==> src/rtl/standlight_pkg.sv <==
// standlight_pkg: mode codes and duty fractions shared by the stand light controller and indicator logic
package standlight_pkg;
  localparam logic [2:0] ST_OFF   = 3'd0;
  localparam logic [2:0] ST_DIM25 = 3'd1;
  localparam logic [2:0] ST_DIM50 = 3'd2;
  localparam logic [2:0] ST_DIM75 = 3'd3;
  localparam logic [2:0] ST_FULL  = 3'd4;
  localparam int DUTY_DEN = 4;
  // Mode codes double as quarter-duty numerators; illegal codes read as dark.
  function automatic int duty_num(input logic [2:0] s);
    return (s <= ST_FULL) ? int'(s) : 0;
  endfunction
endpackage

==> src/rtl/pwm_generator.sv <==
// pwm_generator: free-running PWM whose duty changes only at period boundaries
module pwm_generator #(
  parameter int PWM_PERIOD = 100,
  parameter int DW = $clog2(PWM_PERIOD + 1)
) (
  input  logic          i_clk,
  input  logic          i_reset,
  input  logic [DW-1:0] i_duty,
  output logic          o_pwm
);
  logic [DW-1:0] pwm_q, duty_q;
  logic          light_q, last;
  assign last  = pwm_q == DW'(PWM_PERIOD - 1);
  assign o_pwm = light_q;
  always_ff @(posedge i_clk or posedge i_reset) begin
    if (i_reset) begin
      pwm_q   <= '0;
      duty_q  <= '0;
      light_q <= 1'b0;
    end else begin
      pwm_q   <= last ? '0 : pwm_q + DW'(1);
      duty_q  <= last ? i_duty : duty_q;
      light_q <= pwm_q < duty_q;
    end
  end
endmodule

==> src/rtl/standlight_fsm.sv <==
// standlight_fsm: button-stepped lamp mode controller with optional inactivity auto-off
module standlight_fsm
  import standlight_pkg::*;
#(
  parameter int PWM_PERIOD = 100,
  parameter int AUTO_OFF   = 0
) (
  input  logic       i_clk,
  input  logic       i_reset,
  input  logic       i_button,
  output logic       o_light,
  output logic [2:0] o_state
);
  localparam int DW = $clog2(PWM_PERIOD + 1);
  logic [2:0]    state_q, state_d;
  logic [31:0]   idle_q, idle_d;
  logic [DW-1:0] target;
  logic          timeout;
  // A pulse on the timeout cycle wins, so the timeout is masked by i_button.
  assign timeout = (AUTO_OFF != 0) && (state_q != ST_OFF) && !i_button &&
                   (idle_q == 32'(AUTO_OFF - 1));
  always_comb begin
    state_d = (state_q > ST_FULL || timeout) ? ST_OFF :
              i_button ? ((state_q == ST_FULL) ? ST_OFF : state_q + 3'd1) : state_q;
    idle_d  = (AUTO_OFF == 0 || state_q == ST_OFF || i_button || timeout) ? '0 : idle_q + 32'd1;
  end
  assign target  = DW'(duty_num(state_q) * PWM_PERIOD / DUTY_DEN);
  assign o_state = state_q;
  always_ff @(posedge i_clk or posedge i_reset) begin
    if (i_reset) begin
      state_q <= ST_OFF;
      idle_q  <= '0;
    end else begin
      state_q <= state_d;
      idle_q  <= idle_d;
    end
  end
  pwm_generator #(.PWM_PERIOD(PWM_PERIOD), .DW(DW)) u_pwm (
    .i_clk  (i_clk),
    .i_reset(i_reset),
    .i_duty (target),
    .o_pwm  (o_light)
  );
endmodule

==> config.mk <==
export PLATFORM = sky130hd
export DESIGN_NAME = standlight_fsm
export DESIGN_NICKNAME = d
export VERILOG_FILES = /design/src/rtl/standlight_pkg.sv /design/src/rtl/pwm_generator.sv /design/src/rtl/standlight_fsm.sv
export SDC_FILE = /design/constraint.sdc
export NUM_CORES = 1
export LEC_CHECK = 0
export ABC_AREA = 1
export CORE_MARGIN = 2
export CORE_UTILIZATION = 56
export CTS_BUF_LIST = sky130_fd_sc_hd__clkbuf_16
export CTS_CLUSTER_DIAMETER = 150
export DETAILED_ROUTE_END_ITERATION = 10
export GPL_TIMING_DRIVEN = 0
export PLACE_DENSITY = 0.85
export SLEW_MARGIN = 20
export SYNTH_ARGS = -nofsm -noshare
export SYNTH_HDL_FRONTEND = slang
export SYNTH_SLANG_ARGS = --single-unit
==> constraint.sdc <==
create_clock -name i_clk -period 1.8 [get_ports i_clk]
set_input_delay 0.27 -clock i_clk [delete_from_list [all_inputs] [get_ports i_clk]]
set_output_delay 0.27 -clock i_clk [all_outputs]
set_load 0.005 [all_outputs]
**Word-level counts from Yosys, hierarchy flattened**

Index checks and enable logic that the tools add are counted.

- Word-level logic and storage cells: 18
- Bits in latches: 0
- Bits in read-only memories: 0
- Bits of input ports: 3
- Register bits after elaboration: 18
- RAM bits: 0
- Memories: 0

- Multiply operators: 1
- Reduce and logical (&&, ||, !) cells: 1
- Bitwise logic cells: 0
- Equal/unequal tests: 2
- Add/subtract/negate cells: 2
- Mux-type cells: 5
- Shift operators: 0
- Div/mod/pow operators: 0
- $lt $le $gt $ge: 3

Operators by type and width:

| cell | count |
|---|---|
| 3-bit 2-to-1 mux | 4 |
| 7-bit by 1-bit adder with 7-bit output (second input constant) | 1 |
| 7-bit equality test (second input constant) | 1 |
| 7-bit less-than comparator | 1 |
| 3-bit by 5-bit multiplier with 7-bit output (second input constant) | 1 |
| 7-bit 2-to-1 mux | 1 |
| 3-bit by 1-bit adder with 3-bit output (second input constant) | 1 |
| 3-bit equality test (second input constant) | 1 |
| 3-bit greater-than comparator (second input constant) | 1 |
| 3-bit less-or-equal comparator (second input constant) | 1 |
| 2-bit nonzero test | 1 |

**Logic depth before layout (Yosys ltp)**

Gate-level depths: netlist of the first run.

- Word-level depth: 4
- Depth in mapped cells: 10

**Hierarchy**

Synthesis of the first run repeated with hierarchy kept, for this count alone.

- Cell total of the unflattened synthesis: 132
- Area total of the unflattened synthesis: 1,036.0 sq um

Modules (own cells, without submodules):

| module | sequential area each (sq um) | cells each | times used | area an instance (sq um) |
|---|---|---|---|---|
| pwm_generator | 375.4 | 99 | 1 | 778.2 |
| standlight_fsm | 75.1 | 33 | 1 | 257.7 |

**Worst setup path before layout of the first run**

No wires, ideal clock.

- Path kind: reg-to-reg
- Start: register state_q[0], in the netlist o_state[0]
- End: register u_pwm.duty_q[6]
- Cell stages (with the launch flop): 10
- Setup slack: 162 ps
- Arrival time: 1,517 ps
- Required time: 1,678 ps
- Library setup time: 122 ps
- Path through: dfrtp_1 inv_1 ha_1 nand2_1 inv_1 ha_1 inv_1 ha_1 xnor2_1 o21ai_2

- Cells in the longest elaborated chain, start to end: 3

RTL lines:

| item | RTL line | source |
|---|---|---|
| start, declared | standlight_fsm.sv:15 | `logic [2:0] state_q, state_d;` |
| start signal, assigned | standlight_fsm.sv:34 | `state_q <= state_d;` |
| 3-bit less-or-equal comparator | standlight_pkg.sv:11 | `return (s <= ST_FULL) ? int'(s) : 0;` |
| 3-bit 2-to-1 mux (*) | standlight_pkg.sv:11 |  |
| 3-bit by 5-bit multiplier with 7-bit output (*) | standlight_fsm.sv:27 | `assign target = DW'(duty_num(state_q) * PWM_PERIOD / DUTY_DEN);` |
| end signal, assigned | pwm_generator.sv:22 | `duty_q <= last ? i_duty : duty_q;` |
| end, declared | pwm_generator.sv:11 | `logic [DW-1:0] pwm_q, duty_q;` |

Mark *: on every way between the ends. The rest lies on a longest branch, timed or not.
A chain may end at the register's enable or synchronous reset.

**Worst setup path after layout of the first run**

Ends and elaborated chain as after synthesis.

==> results.env, run 1 <==
ROUTEDWLPERCELL_UM=12.1
POST-ROUTE-MIN-PERIOD_NS=1.71
WORST_SETUP_SLACK_AFTER_LAYOUT_NS=0.0874
POWER.TOTAL_mW=1.17
STATUS='finished, final reports clean'
YOSYSSEQAREASHARE=0.425
SYNTH_TOP_AREA_CELL='sky130_fd_sc_hd__dfrtp_1'
GRT_OVERFLOW=0
WORST_CLOCK_SKEW_NS=0.00295
CLOCKBUFFERDEPTH=2
INITIAL_UTILIZATION=0.586
FINAL-HOLD-VIOLATION-COUNT=0
FINAL_DESIGN_UTILIZATION=0.700
ROUTE.ANTENNA.REMAINING_NETS=0
SYN-INSTANCE-COUNT=120
WORST_REG_TO_REG_PATH_CELL_COUNT=9
MAX_TRANSITION_VIOLS_FINAL=0
DESIGN_AREA_SQ_UM=1190
FINALHOLDWORSTSLACK_NS=0.402
TRITONCTS.NUM_BUFFERS=3
DIODE_INSERTION_COUNT_FOR_ANTENNA_REPAIR=0
CRIT_PATH_START_KIND='register'
PLACEMENT.SETUP.WORST_SLACK_NS=0.0188
PLACE.PORT_BUFFERS=6
DIE_H_UM=46.3
IRDROPWORSTVDD_mV=0.667
CLOCK_LATENCY_NS=0.25
WORSTPATHREQUIRED_NS=1.94
TIMING.MAX_CAP.VIOLATIONS=0
DETAILEDROUTE.FIRSTPASSITERATIONCOUNT=4
VIAS=782
INITIAL_ANTENNA_VIOLATION_COUNT=0
AREA.GROWTH.SYNTH_TO_FINAL_PCT=19.4
SYNTH_AREA_LEADERS='sky130_fd_sc_hd__dfrtp_1, sky130_fd_sc_hd__ha_1, sky130_fd_sc_hd__nand2_1'
SYNTH.TOP_CELL.AREA_SHARE=0.425
DP.CELLS=151
ROUTE.DETAILED.DRC=0
MAX_SLEW_MARGIN=0.573
VIA_COUNT_OF_THE_FIRST_GLOBAL_ROUTING_PASS=693
REG2REG_FROM='o_state[0]'
CRITICAL_SETUP_PATH_KIND='reg2reg'
CLOCK_TREE.HTREE_LEVEL_COUNT=1
WORSTPATHARRIVAL_NS=1.85
SYNTH-WARNING-COUNT=0
P_PER_AREA_nW_PER_UM2=976
MIN_PATH_TYPE='in2async'
SYNTH.AVG_CELL_AREA_SQ_UM=8.34
PLACED_CELL_AREA_SQ_UM=1090
PLACEABLECOREAREA_SQ_UM=1710
SETUP.REG_TO_REG.WORST_SLACK_NS=0.09
DETAILEDPLACEMENTHPWL_UM=1390
FIN_NETS=147
FP.DIEAREA_SQ_UM=2140
CP_MAX_FO=3
YOSYS_REGISTER_BITS=17
CLKTRANSATPATHREGS_NS=0.05
WORST_SETUP_PATH_END_KIND='register'
SYN_AREA_SQ_UM=1000
TRITONCTS='yes'
GRT_START_MAX_NET_PINS=18
SETUP_VIOL=0
DETAIL_ROUTE.ITER0.VIOLATIONS=13
CTSHOLDBUFFERS=0
FINALCRITPERIODSHARE=0.951
FLOORPLAN.DIE.WIDTH_UM=46.3
POSTROUTEWIRELENGTH_UM=1890
REGTOREGENDPOINT='u_pwm.duty_q[6]'
GPL.FINAL_WEIGHTED_CONGESTION=0.830
NUMBER_OF_UNIQUE_STANDARD_CELL_TYPES_USED_BY_SYNTHESIS=18
MAX_FREQ_GHz=0.584
COUNT_OF_STANDARD_CELL_ROWS=15
AVGVIACOUNTPERCELL=5.01
CTS.ROOT.BUFFER_CELL='sky130_fd_sc_hd__clkbuf_16'
DRIVE_GT1_FRAC=0.145
CLOCK_SINK_COUNT=17
FINAL_CELL_COUNT_NO_FILL=156
WORST_SLEW_PIN_SLEW_NS=0.640
MAPPEDNETLISTNETS=135
POWER.LEAKAGE_nW=0.628
FIRST_PASS_GRT_WIRE_LENGTH_UM=2890
TNS_NS=0
GRT_USE_TOTAL=0.200
IOPINCOUNT=7
power breakdown:
group,switching (mW),internal (mW)
clock,0.149,0.298
sequential,0.0299,0.408
combinational,0.147,0.135
total,0.326,0.840
cell usage after synthesis:
cell type / n
sky130_fd_sc_hd__a21oi_1: 5
sky130_fd_sc_hd__buf_6: 1
sky130_fd_sc_hd__dfrtp_1: 17
sky130_fd_sc_hd__ha_1: 12
sky130_fd_sc_hd__inv_1: 25
sky130_fd_sc_hd__inv_2: 1
sky130_fd_sc_hd__nand2_1: 32
sky130_fd_sc_hd__nand2_2: 1
sky130_fd_sc_hd__nand3_1: 4
sky130_fd_sc_hd__nand3_4: 1
sky130_fd_sc_hd__nor2_1: 8
sky130_fd_sc_hd__nor2_2: 1
sky130_fd_sc_hd__nor2_4: 1
sky130_fd_sc_hd__o21ai_0: 4
sky130_fd_sc_hd__o21ai_2: 4
sky130_fd_sc_hd__o21bai_1: 1
sky130_fd_sc_hd__xnor2_1: 1
sky130_fd_sc_hd__xor2_1: 1
placed cells by master (no fill, tap or decap), types with 3 or more instances in the layout:
master | Yosys | routed
sky130_fd_sc_hd__nand2_1 | 32 | 30
sky130_fd_sc_hd__inv_1 | 25 | 25
sky130_fd_sc_hd__dfrtp_1 | 17 | 17
sky130_fd_sc_hd__ha_1 | 12 | 11
sky130_fd_sc_hd__nor2_1 | 8 | 8
sky130_fd_sc_hd__clkdlybuf4s50_1 | 0 | 6
sky130_fd_sc_hd__a21oi_1 | 5 | 5
sky130_fd_sc_hd__o21ai_2 | 4 | 4
sky130_fd_sc_hd__nand3_1 | 4 | 4
sky130_fd_sc_hd__o21ai_0 | 4 | 4
sky130_fd_sc_hd__nand2_2 | 1 | 3
sky130_fd_sc_hd__clkbuf_16 | 0 | 3
kinds of logic (layout without fill, tap and decap cells):
kind of cell,Yosys count,in the layout,share of synthesized area
flops,17,17,0.425
compound gates,14,14,0.0875
simple gates,48,48,0.211
fa+ha+maj,12,12,0.150
buf+inv,27,38,0.109
xor+xnor,2,2,0.0175
worst max-delay path, stage by stage, from the launching register on:
cell                      delay (ns)
sky130_fd_sc_hd__dfrtp_1        0.38
sky130_fd_sc_hd__inv_1          0.08
sky130_fd_sc_hd__ha_1           0.22
sky130_fd_sc_hd__nand2_2        0.11
sky130_fd_sc_hd__inv_1          0.06
sky130_fd_sc_hd__ha_1           0.26
sky130_fd_sc_hd__inv_1          0.04
sky130_fd_sc_hd__ha_2           0.19
sky130_fd_sc_hd__xnor2_2        0.18
sky130_fd_sc_hd__o21ai_2        0.08
worst max path at each step:
stage	from	end	slack, ns
floorplan	o_state[0]	u_pwm.duty_q[6]	0.16
global placement	o_state[0]	u_pwm.duty_q[6]	0.10
detailed placement	o_state[0]	u_pwm.duty_q[6]	0.02
CTS	o_state[0]	u_pwm.duty_q[6]	0.006
global route	o_state[1]	u_pwm.duty_q[6]	-0.009
finish	o_state[0]	u_pwm.duty_q[6]	0.09
sequential cells by signal, summed over array words and instances (netlist names):
signal        flops
u_pwm.duty_q      6
o_state           3
u_pwm.o_pwm       1
u_pwm.pwm_q       7
metal layers:
metal  wire [um]  track usage
met5           0            0
met4          56        0.120
met3          76       0.0471
met2         973        0.303
met1         786        0.258
final cells by class:
type                       instances  area, sq um
clock buffer                       3         75.1
buffer                             1         11.3
timing repair buffer               7         67.6
inverter                          26         97.6
sequential                        17          425
clock inverter                     1         5.00
tap                               25         31.3
multi-input combinational         76          482
fill                             127          513
what timing repair did:
item	4_1_cts	5_1_grt
endpoints found under the setup margin	0	1
buffers inserted	0	1
resized for setup	0	4
No activity file was read; power rests on OpenSTA's default activity.
==> run 2, diff against run 1 <==
--- a/config.mk
+++ b/config.mk
@@ -11,7 +11,7 @@
 export CTS_BUF_LIST = sky130_fd_sc_hd__clkbuf_16
 export CTS_CLUSTER_DIAMETER = 150
 export DETAILED_ROUTE_END_ITERATION = 10
-export GPL_TIMING_DRIVEN = 0
+export GPL_TIMING_DRIVEN = 1
 export PLACE_DENSITY = 0.85
 export SLEW_MARGIN = 20
 export SYNTH_ARGS = -nofsm -noshare
==> results.env, run 2 (synthesis gave the netlist of run 1 again) <==
DESIGN_AREA_SQ_UM=1190  # -0.21%
CLOCK_TREE.HTREE_LEVEL_COUNT=1  # unchanged
CRITPATHSLOWESTCELL='sky130_fd_sc_hd__dfrtp_1'
CP_MAX_FO=4  # +1
REG2REG_FROM='o_state[0]'
DIE_H_UM=46.3  # unchanged
MOSTFREQUENTLAYOUTCELLS='sky130_fd_sc_hd__nand2_1, sky130_fd_sc_hd__inv_1, sky130_fd_sc_hd__dfrtp_1'
VIAS=768  # -1.8%
FINAL_DESIGN_UTILIZATION=0.698  # -0.00147
CLOCKBUFFERDEPTH=2  # unchanged
WORST_CLOCK_SKEW_NS=0.00152  # -0.00143 ns
POWER.TOTAL_mW=1.17  # +0.11%
TIMING.CRITICAL_PATH.FROM='o_state[0]'
INITIAL_ANTENNA_VIOLATION_COUNT=0  # unchanged
FINAL-HOLD-VIOLATION-COUNT=0  # unchanged
MIN_PATH_TYPE='in2async'
CRIT_PATH_START_KIND='register'
DETAIL_ROUTE.ITER0.VIOLATIONS=6  # -7
FINAL_CELL_COUNT_NO_FILL=157  # +0.64%
CTS.ROOT.BUFFER_CELL='sky130_fd_sc_hd__clkbuf_16'
WORSTPATHARRIVAL_NS=1.88  # +0.03 ns
GRT_START_MAX_NET_PINS=18  # unchanged
COUNT_OF_STANDARD_CELL_ROWS=15  # unchanged
WORSTPATHREQUIRED_NS=1.98  # +0.04 ns
CLOCK_SINK_COUNT=17  # unchanged
AREA.GROWTH.SYNTH_TO_FINAL_PCT=19.1
GPL.FINAL_WEIGHTED_CONGESTION=0.815  # -1.8%
DRIVE_GT1_FRAC=0.129  # -0.0163
AVGVIACOUNTPERCELL=4.89  # -2.4%
POWER.SHARE.CLOCK=0.373  # -0.010
FLOORPLAN.DIE.WIDTH_UM=46.3  # unchanged
DETAILEDPLACEMENTHPWL_UM=1360  # -2.1%
WORST_SETUP_PATH_END_KIND='register'
FIN_NETS=148  # +0.68%
CLOCK_LATENCY_NS=0.25  # about the same
MAX_TRANSITION_VIOLS_FINAL=0  # unchanged
TRITONCTS='yes'
IOPINCOUNT=7  # unchanged
ROUTEDWLPERCELL_UM=11.6  # -4.0%
TRITONCTS.NUM_BUFFERS=3  # unchanged
ROUTE.ANTENNA.REMAINING_NETS=0  # unchanged
REGISTERS.TOP_BY_FF_COUNT='u_pwm.pwm_q'
DETAILEDROUTE.FIRSTPASSITERATIONCOUNT=4  # unchanged
ROUTE.DETAILED.DRC=0  # unchanged
POSTROUTEWIRELENGTH_UM=1830  # -3.4%
FILLCELLCOUNT=133  # +4.7%
POST-ROUTE-MIN-PERIOD_NS=1.70  # -0.00973 ns
TNS_NS=0  # unchanged
SEQUENTIALPOWERSHARE=0.377  # +0.002
VIA_COUNT_OF_THE_FIRST_GLOBAL_ROUTING_PASS=685  # -1.2%
DIODE_INSERTION_COUNT_FOR_ANTENNA_REPAIR=0  # unchanged
MAX_SLEW_MARGIN=0.838  # +0.264
INITIAL_UTILIZATION=0.586  # unchanged
STATUS='finished, final reports clean'
SETUP_VIOL=0  # unchanged
FLIP_FLOP_COUNT_OF_THE_LARGEST_REGISTER_ALL_COPIES_AND_WORDS_ADDED=7  # unchanged
PLACE.PORT_BUFFERS=6  # unchanged
CLKTRANSATPATHREGS_NS=0.05  # about the same
WORST_SLEW_PIN_SLEW_NS=0.243  # -0.397 ns
FP.DIEAREA_SQ_UM=2140  # unchanged
PLACEMENT.SETUP.WORST_SLACK_NS=0.0568  # +0.0380 ns
MAX_FREQ_GHz=0.587  # +0.57%
GRT_USE_TOTAL=0.203  # +0.00260
FINALCRITPERIODSHARE=0.946  # -0.00541
CRIT_PATH_LARGEST_CELL_DELAY_NS=0.39  # about the same
GRT_OVERFLOW=0  # unchanged
CRITICAL_SETUP_PATH_KIND='reg2reg'
FINALHOLDWORSTSLACK_NS=0.330  # -0.0723 ns
TIMING.MAX_CAP.VIOLATIONS=0  # unchanged
CP_CELL_SEQUENCE='inv_1 > ha_1 > inv_1 > nand2_1 > nand2_1 > inv_1 > ha_1 > ha_1 > xnor2_2 > o21ai_2'
FIRST_PASS_GRT_WIRE_LENGTH_UM=2910  # +0.69%
DP.CELLS=152  # +0.66%
FRACTION_OF_POWER_SPENT_SWITCHING_NETS=0.275  # -0.00427
COMB_POWER_SHARE=0.251  # +0.010
PLACEABLECOREAREA_SQ_UM=1710  # unchanged
PLACED_CELL_AREA_SQ_UM=1100  # +0.34%
NETSWITCHINGPOWER_mW=0.322  # -1.4%
WORST_SETUP_SLACK_AFTER_LAYOUT_NS=0.0972  # +0.00973 ns
INTPOWER_mW=0.846  # +0.71%
POWER.LEAKAGE_nW=0.635  # +1.2%
IRDROPWORSTVDD_mV=0.585  # -12%
P_PER_AREA_nW_PER_UM2=979  # +0.32%
FINAL_COMMON_CELL='sky130_fd_sc_hd__nand2_1'
[run 2: area by class of cell]
cell class | count | area [sq um] | share of cell area
inverters | 26 | 97.6 | 0.0818
well taps | 25 | 31.3 | 0.0262
clock inverters | 1 | 3.75 | 0.00315
multi-input cells | 76 | 477 | 0.400
flip-flops and latches | 17 | 425 | 0.357
repair buffers | 9 | 82.6 | 0.0693
clock buffers | 3 | 75.1 | 0.0630
[run 2: worst paths after layout]
| check | end | cells past startpoint | slack [ns] |
|---|---|---|---|
| setup / recovery | u_pwm.duty_q[6] | 10 | 0.1 |
| hold / removal | u_pwm.pwm_q[2] | 3 | 0.33 |
| setup reg to reg | u_pwm.duty_q[6] | 10 | 0.1 |
| hold reg to reg | u_pwm.duty_q[4] | 2 | 0.48 |
| max in group asynchronous | u_pwm.o_pwm | 3 | 1.28 |
| min in group i_clk | u_pwm.duty_q[4] | 2 | 0.48 |
[run 2: critical path, delay by kind of cell (launching register included)]
kind,cells,cell delay (ns)
AND/OR/NAND/NOR,2,0.16
buffers and inverters,3,0.19
flip-flops,1,0.39
XOR/XNOR,1,0.14
adder cells (fa/ha/maj),3,0.63
AO/OA/AOI/OAI,1,0.12
[run 2: power by group through the flow]
stage | clock network, mW | logic, mW | registers, mW
after CTS | 0.445 | 0.269 | 0.438
after global placement | 0 | 0.244 | 0.440
after floorplan | 0 | 0.144 | 0.441
after detailed placement | 0 | 0.269 | 0.443
final | 0.435 | 0.293 | 0.440
after global routing | 0.462 | 0.336 | 0.441
[run 2: what timing repair did]
action / CTS / global route
setup buffers: 0 / 1
gates resized for setup: 0 / 2
setup endpoints to repair: 0 / 1
hold buffers: 0 / 0
endpoints found under the hold margin: 0 / 0
[run 2: layer usage]
layer,global-route usage,vias up,share of wire
met3,0.0471,5,0.028
met4,0.103,0,0.020
met2,0.336,10,0.50
met1,0.243,357,0.45
li1,-,396,-
met5,0,-,0
